File: src/rtl/irrigation_sequencer.sv
// Irrigation timer sequencer: conditions the sensor/switch inputs, selects a BCD minute preset and drives the timer and valve.
// Optional IRRIGATION_PAUSE_EN: an empty tank during RUN parks in PAUSE instead of abandoning the cycle.
module irrigation_sequencer #(
    parameter int DEB_CYCLES = 4,
    parameter int COOL_TICKS = 10
) (
    input  logic       clk,
    input  logic       rst,
    input  logic       tick,
    input  logic       h,
    input  logic       m,
    input  logic       l,
    input  logic       As,
    input  logic       Gt,
    input  logic       dry,
    input  logic       zero,
    output logic       load,
    output logic [1:0] min_tens,
    output logic [3:0] min_units,
    output logic       run,
    output logic       valve_open,
    output logic       done,
    output logic       alarm,
    output logic [2:0] state
);

    localparam int NUM_IN = 6;

    typedef enum logic [2:0] {
        S_IDLE     = 3'd0,
        S_LOAD     = 3'd1,
        S_RUN      = 3'd2,
`ifdef IRRIGATION_PAUSE_EN
        S_PAUSE    = 3'd3,
`endif
        S_COOLDOWN = 3'd4,
        S_FAULT    = 3'd5
    } state_t;

    logic [NUM_IN-1:0] raw_in;
    logic [NUM_IN-1:0] sync1_reg;
    logic [NUM_IN-1:0] sync2_reg;
    logic [NUM_IN-1:0] deb;

    assign raw_in = {dry, Gt, As, l, m, h};

    always_ff @(posedge clk or posedge rst) begin
        if (rst) begin
            sync1_reg <= '0;
            sync2_reg <= '0;
        end else begin
            sync1_reg <= raw_in;
            sync2_reg <= sync1_reg;
        end
    end

    // Each debouncer accepts a new value after DEB_CYCLES consecutive differing samples.
    genvar gi;
    generate
        for (gi = 0; gi < NUM_IN; gi++) begin : g_deb
            logic [3:0] cnt_reg;
            logic       val_reg;
            always_ff @(posedge clk or posedge rst) begin
                if (rst) begin
                    cnt_reg <= '0;
                    val_reg <= 1'b0;
                end else if (sync2_reg[gi] == val_reg) begin
                    cnt_reg <= '0;
                end else if (cnt_reg == 4'(DEB_CYCLES - 1)) begin
                    cnt_reg <= '0;
                    val_reg <= sync2_reg[gi];
                end else begin
                    cnt_reg <= cnt_reg + 4'd1;
                end
            end
            assign deb[gi] = val_reg;
        end
    endgenerate

    logic d_h, d_m, d_l, d_as, d_gt, d_dry;
    logic fault_cond, empty;

    assign {d_dry, d_gt, d_as, d_l, d_m, d_h} = deb;
    assign fault_cond = (d_h & ~d_m) | (d_m & ~d_l) | (d_as & d_gt);
    assign empty      = ~d_l;

    logic [1:0] preset_tens;
    logic [3:0] preset_units;

    always_comb begin
        preset_tens  = 2'd0;
        preset_units = 4'd0;
        if (d_gt) begin
            preset_tens = d_h ? 2'd3 : (d_m ? 2'd2 : 2'd1);
        end else begin
            preset_tens  = (d_h | d_m) ? 2'd1 : 2'd0;
            preset_units = d_m & ~d_h ? 4'd0 : 4'd5;
        end
    end

    state_t     state_reg, state_next;
    logic [7:0] cool_cnt_reg, cool_cnt_next;
    logic       run_first_reg;
    logic       done_next;

    always_comb begin
        state_next    = state_reg;
        cool_cnt_next = cool_cnt_reg;
        done_next     = 1'b0;
        case (state_reg)
            S_IDLE: begin
                if (fault_cond)
                    state_next = S_FAULT;
                else if (d_dry & (d_as ^ d_gt) & ~empty)
                    state_next = S_LOAD;
            end
            S_LOAD: state_next = S_RUN;
            S_RUN: begin
                if (fault_cond) begin
                    state_next = S_FAULT;
                end else if (empty) begin
`ifdef IRRIGATION_PAUSE_EN
                    state_next = S_PAUSE;
`else
                    state_next = S_IDLE;
`endif
                end else if (zero & ~run_first_reg) begin
                    state_next = S_COOLDOWN;
                    done_next  = 1'b1;
                end
            end
`ifdef IRRIGATION_PAUSE_EN
            S_PAUSE: begin
                if (fault_cond)
                    state_next = S_FAULT;
                else if (~empty)
                    state_next = S_RUN;
            end
`endif
            S_COOLDOWN: begin
                // The entry cycle (done high) never counts a tick.
                if (fault_cond) begin
                    state_next = S_FAULT;
                end else if (tick & ~done) begin
                    if (cool_cnt_reg == 8'(COOL_TICKS - 1))
                        state_next = S_IDLE;
                    else
                        cool_cnt_next = cool_cnt_reg + 8'd1;
                end
            end
            S_FAULT: begin
                if (~fault_cond & ~d_dry)
                    state_next = S_IDLE;
            end
            default: state_next = S_IDLE;
        endcase
        if (state_next != S_COOLDOWN)
            cool_cnt_next = '0;
    end

    always_ff @(posedge clk or posedge rst) begin
        if (rst) begin
            state_reg     <= S_IDLE;
            cool_cnt_reg  <= '0;
            run_first_reg <= 1'b0;
            load          <= 1'b0;
            min_tens      <= '0;
            min_units     <= '0;
            run           <= 1'b0;
            valve_open    <= 1'b0;
            done          <= 1'b0;
            alarm         <= 1'b0;
        end else begin
            state_reg     <= state_next;
            cool_cnt_reg  <= cool_cnt_next;
            run_first_reg <= (state_next == S_RUN) && (state_reg != S_RUN);
            load          <= (state_next == S_LOAD);
            run           <= (state_next == S_RUN);
            valve_open    <= (state_next == S_RUN);
            done          <= done_next;
            alarm         <= (state_next == S_FAULT);
            if (state_reg == S_IDLE && state_next == S_LOAD) begin
                min_tens  <= preset_tens;
                min_units <= preset_units;
            end
        end
    end

    assign state = state_reg;

endmodule

File: config.mk
export PLATFORM = sky130hd
export DESIGN_NAME = irrigation_sequencer
export DESIGN_NICKNAME = d
export VERILOG_FILES = /design/src/rtl/irrigation_sequencer.sv
export SDC_FILE = /design/constraint.sdc
export NUM_CORES = 1
export LEC_CHECK = 0
export CAP_MARGIN = 20
export CORE_MARGIN = 5
export CORE_UTILIZATION = 60
export DETAILED_ROUTE_END_ITERATION = 12
export PLACE_DENSITY = 0.83
export SETUP_SLACK_MARGIN = 0.5
export SYNTH_ARGS = -nofsm -noshare
export SYNTH_HDL_FRONTEND = slang
export SYNTH_SLANG_ARGS = --single-unit
File: constraint.sdc
create_clock -name clk -period 3.05 [get_ports clk]
set_clock_uncertainty 0.15 [all_clocks]
set_input_delay 0.61 -clock clk [delete_from_list [all_inputs] [get_ports clk]]
set_output_delay 0.61 -clock clk [all_outputs]
set_load 0.02 [all_outputs]
==> results of run 1 <==
where the power goes:
part	switching (W)	total, W	internal (W)
clock network	0.000297	0.000861	0.000564
logic	0.000506	0.000946	0.000440
registers	0.000190	0.00119	0.000999
worst max path at each step:
stage                                     start                        to  slack [ns]  depth (start not counted)
floorplan                                   rst           alarm$_DFF_PP0_        0.78                          1
global placement                           tick  min_units[0]$_DFFE_PP0P_        0.62                          6
detailed placement                         tick   min_tens[1]$_DFFE_PP0P_        0.55                          6
CTS                          state[0]$_DFF_PP0_                  state[0]        0.77                          1
global route        cool_cnt_reg[1]$_DFFE_PP0P_  min_units[0]$_DFFE_PP0P_        0.66                          7
finish                       state[0]$_DFF_PP0_                  state[0]        0.78                          1
cell usage after synthesis (2+ instances only):
master / number
nand3b_1: 6
dfrtp_1: 61
and3_1: 2
clkbuf_1: 2
nand3_1: 10
nand2b_1: 7
o21ai_1: 3
buf_4: 4
nor2b_1: 8
nor3_1: 8
mux2_2: 6
xnor2_1: 6
inv_1: 9
nor3b_1: 7
nand4_1: 3
nand2_1: 6
a21oi_1: 9
nor2_1: 18
xor2_1: 14
ha_1: 9
o2111a_1: 2
cells by family after synthesis:
group           synth area share [%]
mux                             2.61
other cells                    0.145
buf+inv                         2.76
xor+xnor                        6.78
compound gates                  6.88
fa+ha+maj                       4.36
simple gates                    17.4
flops                           59.1
layout by cell type, fill, tap and decap left out, types with 7 or more instances in the layout:
cell type,count
dfrtp_1,61
clkdlybuf4s50_1,21
nor2_1,18
xor2_1,14
nand3_1,10
clkbuf_8,10
a21oi_1,9
ha_1,9
nor3_1,8
nor2b_1,8
inv_1,8
nor3b_1,7
nand2b_1,7
final cells by class:
cell class / instances / area, sq um / area share [%]
Clock buffer: 12 / 145 / 4.72
Clock inverter: 4 / 95.1 / 3.09
Inverter: 9 / 33.8 / 1.10
Multi-Input combinational cell: 143 / 990 / 32.2
Sequential cell: 61 / 1530 / 49.6
Tap cell: 50 / 62.6 / 2.03
Timing Repair Buffer: 23 / 225 / 7.32
metal layers:
layer  part of all wire [%]  global-route usage, %  vias to the layer above
met3                    4.8                   7.52                        9
met1                     43                   22.6                      825
met4                    2.0                   9.71                        0
met2                     51                   29.7                       35
li1                       -                      -                      803
met5                      0                      0                        -
per-stage QoR:
stage                     area, sq um  hold slack [ns]  utilization [%]
final                            3080            0.205             75.3
after global routing             3080            0.218             75.3
after CTS                        3080            0.208             75.3
after detailed placement         2840            0.187             69.4
after global placement           2840            0.184             69.4
after floorplan                  2590            0.181                -
==> impl_metrics.toml, run 1 <==
[run_status]
status = "finished clean"

[global_routing]
grt_pass1_vias = 1658
grtUsageTotal_pct = 18.9
overflow = 0
grt_first_pass_wirelength_microns = 7790
antenna_found_initial = 0
grt_start_max_net_pins = 22

[route]
drt-pass1-iter-count = 4
drcViolationCount = 0
drtAntennaViolNets = 0
wl_microns = 4490
via_per_inst = 5.54
wl_per_cell_microns = 14.9
num_vias = 1672
drt_first_iter_violations = 83

[timing]
fin_crit_ns = 2.27
tns_ns = 0
max_clock_freq_mhz = 441
finalMaxSlewViolations = 0
worst_slack_ns = 0.780
rsz0062_at_grt = "no"
final_hold_viol_count = 0
fin_crit_sh_pct = 74.4
finalSetupViolCount = 0

[power_and_ir_drop]
power.leakage_nw = 1.37
powerDensity_nw_per_um2 = 974
ir_worst_vdd_v = 0.000554
finalPower_w = 0.00300

[yosys]
yosys_warnings = 0
yosysTopAreaCell = "dfrtp_1"
synthArstFlopShare_pct = 100
synthesis.area_sq_um = 2580
synth_edf_count = 0
ys_ff_latch = 61
synth.distinct_cells = 39
synth-main-ff-cell = "dfrtp_1"
synth_top_area_share_pct = 59.1
yosysSeqAreaShare_pct = 59.1
syn_inst = 218
avgSynthCellArea_sq_um = 11.9
netlist_top_cells_area = "dfrtp_1 (59%), xor2_1 (4.7%), ha_1 (4.4%), nor2_1 (2.6%), mux2_2 (2.6%)"

[die]
core_area_sq_um = 4090
die_area_sq_um = 5720
die_x_microns = 75.6
row_count = 23
pin_count = 24
die-height_microns = 75.6
start_util_pct = 63.2

[setup_path]
cpLargestDelayFamily = "buffers and inverters"
crit_fanout = 9
rrSetupSlack_ns = 0.85
critPathLaunchType = "flop"
crit_chain = "clkdlybuf4s50_1"
cp.arrival_ns = 1.51
worstPathRequired_ns = 2.29
critPathSlowestCell = "clkdlybuf4s50_1"
reg2reg_to = "min_units[0]$_DFFE_PP0P_"
r2r_cells = 7
max_stage_delay_ns = 0.68
path_class = "reg -> out"
path_buf_inv = 1
reg2reg_from = "cool_cnt_reg[1]$_DFFE_PP0P_"
end_kind = "output port"

[worst_hold_path]
hp-start = "sync1_reg[1]$_DFF_PP0_"
min_to = "sync2_reg[1]$_DFF_PP0_"
min_path_cells = 0
hold_class = "reg -> reg"

[place]
io_buffers = 21
place_ws_ns = 0.553
hpwlAfterDp_microns = 3090
gp_congestion = 0.807
dp.cells = 286

[clock_network]
clk_latency_ns = 0.34
cts_buffer_depth = 2
cts.clk_slew.worst_paths_ns = 0.06
postCtsSetupBuffers = 0
cts_tree = "done"
cts-root-buf = "clkbuf_8"
cts_num_sinks = 61
cts_resized = 0
ctsHtreeMaxLevel = 3
cts_buffers = 9
cts_hold_buffers = 0

[cells_and_area]
drive_gt1_share_pct = 11.1
syn_to_final_growth_pct = 19.1
nFillCells = 292
n_antenna_cell = 0
fin_cells = 302
nets = 266
largest_reg_flops = 24

[job]
drv_cap = 0
No activity file was read; power rests on OpenSTA's default activity.
==> run 2: changes to the inputs <==
--- a/config.mk
+++ b/config.mk
@@ -7,9 +7,9 @@
 export LEC_CHECK = 0
 export CAP_MARGIN = 20
 export CORE_MARGIN = 5
-export CORE_UTILIZATION = 60
+export CORE_UTILIZATION = 51
 export DETAILED_ROUTE_END_ITERATION = 12
-export PLACE_DENSITY = 0.83
+export PLACE_DENSITY = 0.75
 export SETUP_SLACK_MARGIN = 0.5
 export SYNTH_ARGS = -nofsm -noshare
 export SYNTH_HDL_FRONTEND = slang
==> constraint.sdc (replaced) <==
create_clock -name clk -period 1.89 [get_ports clk]
set_clock_uncertainty 0.15 [all_clocks]
set_input_delay 0.378 -clock clk [delete_from_list [all_inputs] [get_ports clk]]
set_output_delay 0.378 -clock clk [all_outputs]
set_load 0.02 [all_outputs]
==> run 2 against run 1 <==
Net effect: the flow now finishes with violations (negative setup slack); non-clock buffer count up 34; design area up 16%; total power up 88%; sequential share of layout area down 6.8 points; sequential cell count unchanged; via count up 7.3%; critical endpoint is now min_units[0]$_DFFE_PP0P_; highest routed layer unchanged.
==> impl_metrics.toml, run 2 (synthesis results as in run 1) <==
[run_status]
status = "finished, violations left"
violations = "negative setup slack"

[clock_network]
cts_num_sinks = 61
cts_hold_buffers = 0
clk_latency_ns = 0.34
ctsHtreeMaxLevel = 3
cts_tree = "done"
cts_buffer_depth = 2
cts_buffers = 9
cts-root-buf = "clkbuf_8"
cts.clk_slew.worst_paths_ns = 0.06

[power_and_ir_drop]
pwr-share-clk_pct = 23.1
p_sw_w = 0.00186
p_int_w = 0.00377
pwr-share-seq_pct = 33.8
powerDensity_nw_per_um2 = 1580
finalPower_w = 0.00563
power.leakage_nw = 1.60
combinationalPowerShare_pct = 43.1
switching_share_pct = 33.1
ir_worst_vdd_v = 0.00111

[cells_and_area]
mostFrequentLayoutCells = "dfrtp_1 (58), buf_4 (30), nor2_1 (18)"
post-route-util_pct = 71.3
nets = 300
final-seq-area_sq_um = 1530
largest_reg_flops = 24
multi_input_area_sq_um = 1160
syn_to_final_growth_pct = 38.3
fin_cells = 356
n_antenna_cell = 0
mostFrequentLayoutCell = "dfrtp_1"
nFillCells = 352
drive_gt1_share_pct = 34.3

[timing]
finalSetupViolCount = 1
finalMaxSlewViolations = 0
worst_slack_ns = -0.0102
fin_crit_ns = 1.90
final_hold_viol_count = 0
rsz0062_at_grt = "yes"
max_clock_freq_mhz = 526
fin_crit_sh_pct = 101

[setup_path]
crit_chain = "ha_4 -> a41oi_2 -> o32a_1 -> or2_4 -> o31ai_2"
cp.arrival_ns = 2.00
end_kind = "flop"
max_stage_delay_ns = 0.42
worstPathRequired_ns = 1.99
crit_fanout = 4
path_class = "reg -> reg"
critPathLaunchType = "flop"
critPathSlowestCell = "dfrtp_1"

[job]
drv_cap = 0

[global_routing]
grt_first_pass_wirelength_microns = 8070
grtUsageTotal_pct = 16.8
overflow = 0
antenna_found_initial = 0
grt_pass1_vias = 1762
grt_start_max_net_pins = 29

[die]
pin_count = 24
die_area_sq_um = 6590
start_util_pct = 51.6
die-height_microns = 81.2
die_x_microns = 81.2
row_count = 26
core_area_sq_um = 5010

[route]
drtAntennaViolNets = 0
drcViolationCount = 0
drt-pass1-iter-count = 4
wl_microns = 5070
drt_first_iter_violations = 61
via_per_inst = 5.04
wl_per_cell_microns = 14.2
num_vias = 1794

[worst_hold_path]
hold_class = "reg -> reg"

[place]
hpwlAfterDp_microns = 3180
io_buffers = 21
dp.cells = 320
gp_congestion = 0.805
run 2: through the flow:
| stage | setup TNS [ns] | area, sq um | setup WS, ns | hold WS, ns |
|---|---|---|---|---|
| 6_report | -0.0102 | 3570 | -0.0102 | 0.201 |
| 5_1_grt | -0.409 | 3570 | -0.0822 | 0.211 |
| 4_1_cts | -0.00629 | 3380 | -0.00629 | 0.203 |
| 3_5_place_dp | -1.73 | 3020 | -0.271 | 0.188 |
| 3_3_place_gp | -1.09 | 3020 | -0.214 | 0.184 |
| 2_1_floorplan | 0 | 2630 | 0.0224 | 0.181 |
run 2: repair_timing:
action,in CTS,in global routing
endpoints found under the setup margin,36,36
buffers inserted,7,13
gates resized for setup,84,25
pin swaps,3,4
run 2: routing by layer:
layer | global-route usage (%) | share of wire (%) | vias to the layer above
met1 | 20.6 | 44 | 884
li1 | - | - | 879
met5 | 0 | 0 | -
met3 | 5.32 | 2.9 | 10
met4 | 9.63 | 2.4 | 0
met2 | 26.0 | 51 | 21
run 2: layout make-up:
class	instances	area share, %
clock inverters	3	1.89
inverters	9	1.05
multi-input cells	143	32.4
flip-flops and latches	61	42.8
clock buffers	13	4.45
repair buffers	57	15.0
well taps	70	2.45
run 2: critical path, delay by kind of cell (launching register included):
kind                     cells  cell delay (ns)
AO/OA/AOI/OAI                3             0.67
flip-flops                   1             0.42
adder cells (fa/ha/maj)      1             0.29
AND/OR/NAND/NOR              1             0.28
run 2: worst paths after layout:
kind / start / to / slack, ns / depth (start not counted)
setup / recovery: d_gt$_DFFE_PP0P_ / min_units[0]$_DFFE_PP0P_ / -0.01 / 5
max in group asynchronous: rst / state[1]$_DFF_PP0_ / 0.88 / 3
hold reg to reg: sync1_reg[0]$_DFF_PP0_ / sync2_reg[0]$_DFF_PP0_ / 0.20 / 0
min in group asynchronous: rst / sync2_reg[2]$_DFF_PP0_ / 0.24 / 2
hold / removal: sync1_reg[0]$_DFF_PP0_ / sync2_reg[0]$_DFF_PP0_ / 0.20 / 0
setup reg to reg: d_gt$_DFFE_PP0P_ / min_units[0]$_DFFE_PP0P_ / -0.01 / 5
run 2: power groups by stage:
stage,Sequential [W],Combinational [W],Clock (W)
floorplan,0.00197,0.00104,0
global placement,0.00190,0.00180,0
detailed placement,0.00191,0.00184,0
CTS,0.00188,0.00207,0.00133
global route,0.00194,0.00264,0.00140
finish,0.00190,0.00243,0.00130
==> run 3: changes to the inputs <==
--- a/config.mk
+++ b/config.mk
@@ -9,6 +9,7 @@
 export CORE_MARGIN = 5
 export CORE_UTILIZATION = 51
 export DETAILED_ROUTE_END_ITERATION = 12
+export GPL_ROUTABILITY_DRIVEN = 0
 export PLACE_DENSITY = 0.75
 export SETUP_SLACK_MARGIN = 0.5
 export SYNTH_ARGS = -nofsm -noshare
==> results of run 3 <==
No change in the layout: final DEF, timing and power equal those of run 2.
==> RTL edit 1 (flow settings as in run 2) <==
Add a define of `IRRIGATION_PAUSE_EN`.
--- a/src/rtl/irrigation_sequencer.sv
+++ b/src/rtl/irrigation_sequencer.sv
@@ -2,2 +2,4 @@
 // Optional IRRIGATION_PAUSE_EN: an empty tank during RUN parks in PAUSE instead of abandoning the cycle.
+`define IRRIGATION_PAUSE_EN
+
 module irrigation_sequencer #(
Behaviour: same outputs for any inputs over 10 cycles, from zero or initial values and one cycle with rst high; that may be too few to reach the edited logic, so the function may still have changed.
==> RTL edit 1 against run 2 <==
The flow still finishes with violations (setup timing); final area increased by 10%; wire length increased by 28%; largest power group unchanged; first-iteration DRC count increased by 34%; sequential power decreased by 4%; sequential cell count unchanged; worst setup slack got worse by 0.50 ns; synthesized cell count increased by 2.3%; highest routed layer unchanged; synthesized area increased by 2.2%; power increased by 18%; count of clock-buffer cells in the layout decreased by 1.
==> RTL edit 1: results (changes against run 2) <==
status=finished with violations; failing checks=setup timing; Post-Synth XOR/XNOR Area=6.63% (-0.15 points); Signal inverters=7 (-2); Synth Area in Compound Gates=5.92% (-0.96 points); Synth Instances=223 (+2.3%); Port Buffers=21 (unchanged); Multi-input gate area=1300 um2 (+13%); first-pass GRT wire length=8910 um (+10%); Synth top cells by count=dfrtp_1, nor2_1; fraction of layout cells with a size suffix above 1=42.5% (+8.2 points); GR Util met1=21.1% (+0.51 points); Setup WS post-layout=-0.511 ns (-0.501 ns); post-CTS sizing=97 (+15%); vias in the first global route=2029 (+15%); Clock buf/inv share=6.09% (-0.25 points); # fillers=339 (-3.7%); dominant cells by area after synthesis=dfrtp_1, ha_1, xnor2_1; sequential fraction of the synthesis area=57.8% (-1.3 points); CTS buffer count=9 (unchanged); crit path DAT=2.48 ns (+0.48 ns); Setup CP Type=reg2reg; DP Worst Slack=-0.612 ns (-0.340 ns); post-synthesis mux area share=3.69% (+1.1 points); hold slack=0.201 ns (-0.000864 ns); # H-tree levels=3 (unchanged); setup TNS=-5.93 ns (-5.92 ns); initial DRC count=82 (+34%); non-clock buffer share of cell area=19.2% (+4.2 points); dpl hpwl=3380 um (+6.3%); Final #Nets=332 (+11%); Final GP Congestion=0.800 (-0.63%); GRT Total Usage=17.9% (+1.1 points); Pwr Density=1690 nW/um2 (+7.2%); vias=2050 (+14%); worst r2r dst=min_tens[0]; clock buffers=12 (-1); M3 GR Usage=4.39% (-0.94 points); routed length per instance=16.7 um (+17%); register area=1530 um2 (-0.16%); Worst Hold Class=in2async; LEAKAGE=1.77 nW (+11%); Non-Clock Buffer Count=85 (+49%); Finish-stage setup viols=16 (+15); met2 Usage GRT=29.2% (+3.2 points); VDD IR max=0.984 mV (-11%); Post-CTS Setup Inserts=11 (+4); total detailed-routing wirelength=6460 um (+28%); multi-input gates=149 (+4.2%); reg2reg path depth=6 (+1); CP Launch Point=d_m; Adder-Cell Fraction of Synth Area=4.26% (-0.095 points); DP Cell Count=342 (+6.9%); maximum root-to-sink buffer count=2 (unchanged); largest net degree at the start of global routing=38 (+31%); Unique masters post-synth=36 (-7.7%); Area after DPL=3180 um2 (+5.3%)
## RTL edit 1: changes by cell type in the layout (fill, tap and decap cells not counted), sizes merged, moves of 2 or more
cell,before,now
buf,48,76
mux2,6,8
inv,8,6
o311ai,0,2
nand2,6,10
or2,2,0
or3,0,2
xnor2,6,10
o2111a,2,0
nor2b,8,10
xor2,14,10
## RTL edit 1: critical path, stage by stage (launching register included)
cell and delay (ns):
dfrtp_1 0.42, nor2b_4 0.14, or3_4 0.42, o311ai_4 0.31
o311ai_4 0.17, or3_4 0.39, mux2_4 0.31
## RTL edit 1: layer usage
layer | vias to the layer above | part of all wire [%]
met5 | - | 0
met4 | 0 | 3.2
met3 | 21 | 3.5
met2 | 56 | 53
met1 | 1038 | 40
li1 | 935 | -
## RTL edit 1: report_power, final
part / switching (mW) / internal, mW
Clock: 0.505 / 0.911
Sequential: 0.233 / 1.60
Combinational: 1.62 / 1.80
==> RTL edit 2 (settings of run 2) <==
Made on the original files. Register the output `load` once more, without a reset; this adds one clock of latency there. The other outputs are not delayed to match.
--- a/src/rtl/irrigation_sequencer.sv
+++ b/src/rtl/irrigation_sequencer.sv
@@ -38,2 +38,4 @@
     } state_t;
+
+    logic load_s0;
 
@@ -165,3 +167,3 @@
             run_first_reg <= 1'b0;
-            load          <= 1'b0;
+            load_s0       <= 1'b0;
             min_tens      <= '0;
@@ -176,3 +178,3 @@
             run_first_reg <= (state_next == S_RUN) && (state_reg != S_RUN);
-            load          <= (state_next == S_LOAD);
+            load_s0       <= (state_next == S_LOAD);
             run           <= (state_next == S_RUN);
@@ -190,2 +192,6 @@
 
+    always_ff @(posedge clk) begin
+        load <= load_s0;
+    end
+
 endmodule
Formal check against the unedited RTL: not equivalent (Yosys sat finds a counterexample within 10 cycles, from zero or initial values and one cycle with rst high).
==> RTL edit 2 against run 2 <==
The flow still finishes with violations (setup timing); worst setup slack got worse by 0.030 ns; wire length rose by 2.3%; power fell by 1.2%; cell count rose by 1.4%; sequential cell count rose by 1; synthesized area rose by 0.77%; combinational power rose by 6%; final area rose by 0.49%; fmax fell by 1.6%.
==> RTL edit 2: results (changes against run 2) <==
status=finished with violations; failing checks=setup timing; hold path start=load_s0; Area after DPL=3030 um2 (+0.50%); largest net degree at the start of global routing=62 (+110%); Async S/R FF share, synth=98.4% (-1.6 points); clk sinks=62 (+1.6%); Final #Nets=305 (+1.7%); Pwr Density=1550 nW/um2 (-1.7%); Pint=3.62 mW (-3.9%); Vias/cell=5.01 (-0.51%); hold slack=0.193 ns (-0.00852 ns); WL met3=142 um (-3.4%); dominant cells by area after synthesis=dfrtp_1, xor2_1, ha_1; Finish-stage setup viols=2 (+1); syn avg cell area=11.9 um2 (+0.31%); Setup WS post-layout=-0.0406 ns (-0.0304 ns); clock network fraction of total power=19.1% (-4.0 points); M3 GR Usage=3.40% (-1.9 points); GR Util met1=21.1% (+0.42 points); clock buffers=15 (+2); setup TNS=-0.0447 ns (-0.0345 ns); non-clock buffer share of cell area=15.2% (+0.24 points); GRT Total Usage=17.0% (+0.24 points); dpl hpwl=3120 um (-1.9%); LEAKAGE=1.62 nW (+1.1%); routed length per instance=14.4 um (+0.89%); register area=1550 um2 (+1.3%); Non-Clock Buffer Count=61 (+7.0%); DP Worst Slack=-0.252 ns (+0.0194 ns); post-route insts no fill=361 (+1.4%); # fillers=360 (+2.3%); fraction of layout cells with a size suffix above 1=37.1% (+2.8 points); VDD IR max=1.06 mV (-4.2%); vias in the first global route=1805 (+2.4%); Synth Instances=219 (+0.46%); Multi-input gate area=1190 um2 (+2.7%); Clock buf/inv share=5.05% (-1.3 points); Unique masters post-synth=40 (+2.6%)
## RTL edit 2: kinds of logic (layout without fill, tap and decap cells)
| logic type | after synthesis | in the layout | synth area share (%) |
|---|---|---|---|
| AOI/OAI and AO/OA | 25 | 25 | 6.82 |
| xor gates and xnor gates | 20 | 20 | 6.73 |
| adders and majority gates | 9 | 9 | 4.32 |
| buffers and inverters | 15 | 86 | 2.74 |
| DFF | 62 | 62 | 59.4 |
| muxes | 6 | 6 | 2.59 |
| other | 1 | 2 | 0.144 |
| and+or+nand+nor | 81 | 81 | 17.3 |
## RTL edit 2: what timing repair did
action                     CTS  global route
gates resized for setup     76            40
setup endpoints to repair   36            39
pin swaps                    6             6
setup buffers                9            14
## RTL edit 2: worst max-delay path, delay by kind of cell (launching register included)
kind            cells  cell delay, ns
compound gates      3            0.81
simple gates        2            0.46
flops               1            0.43
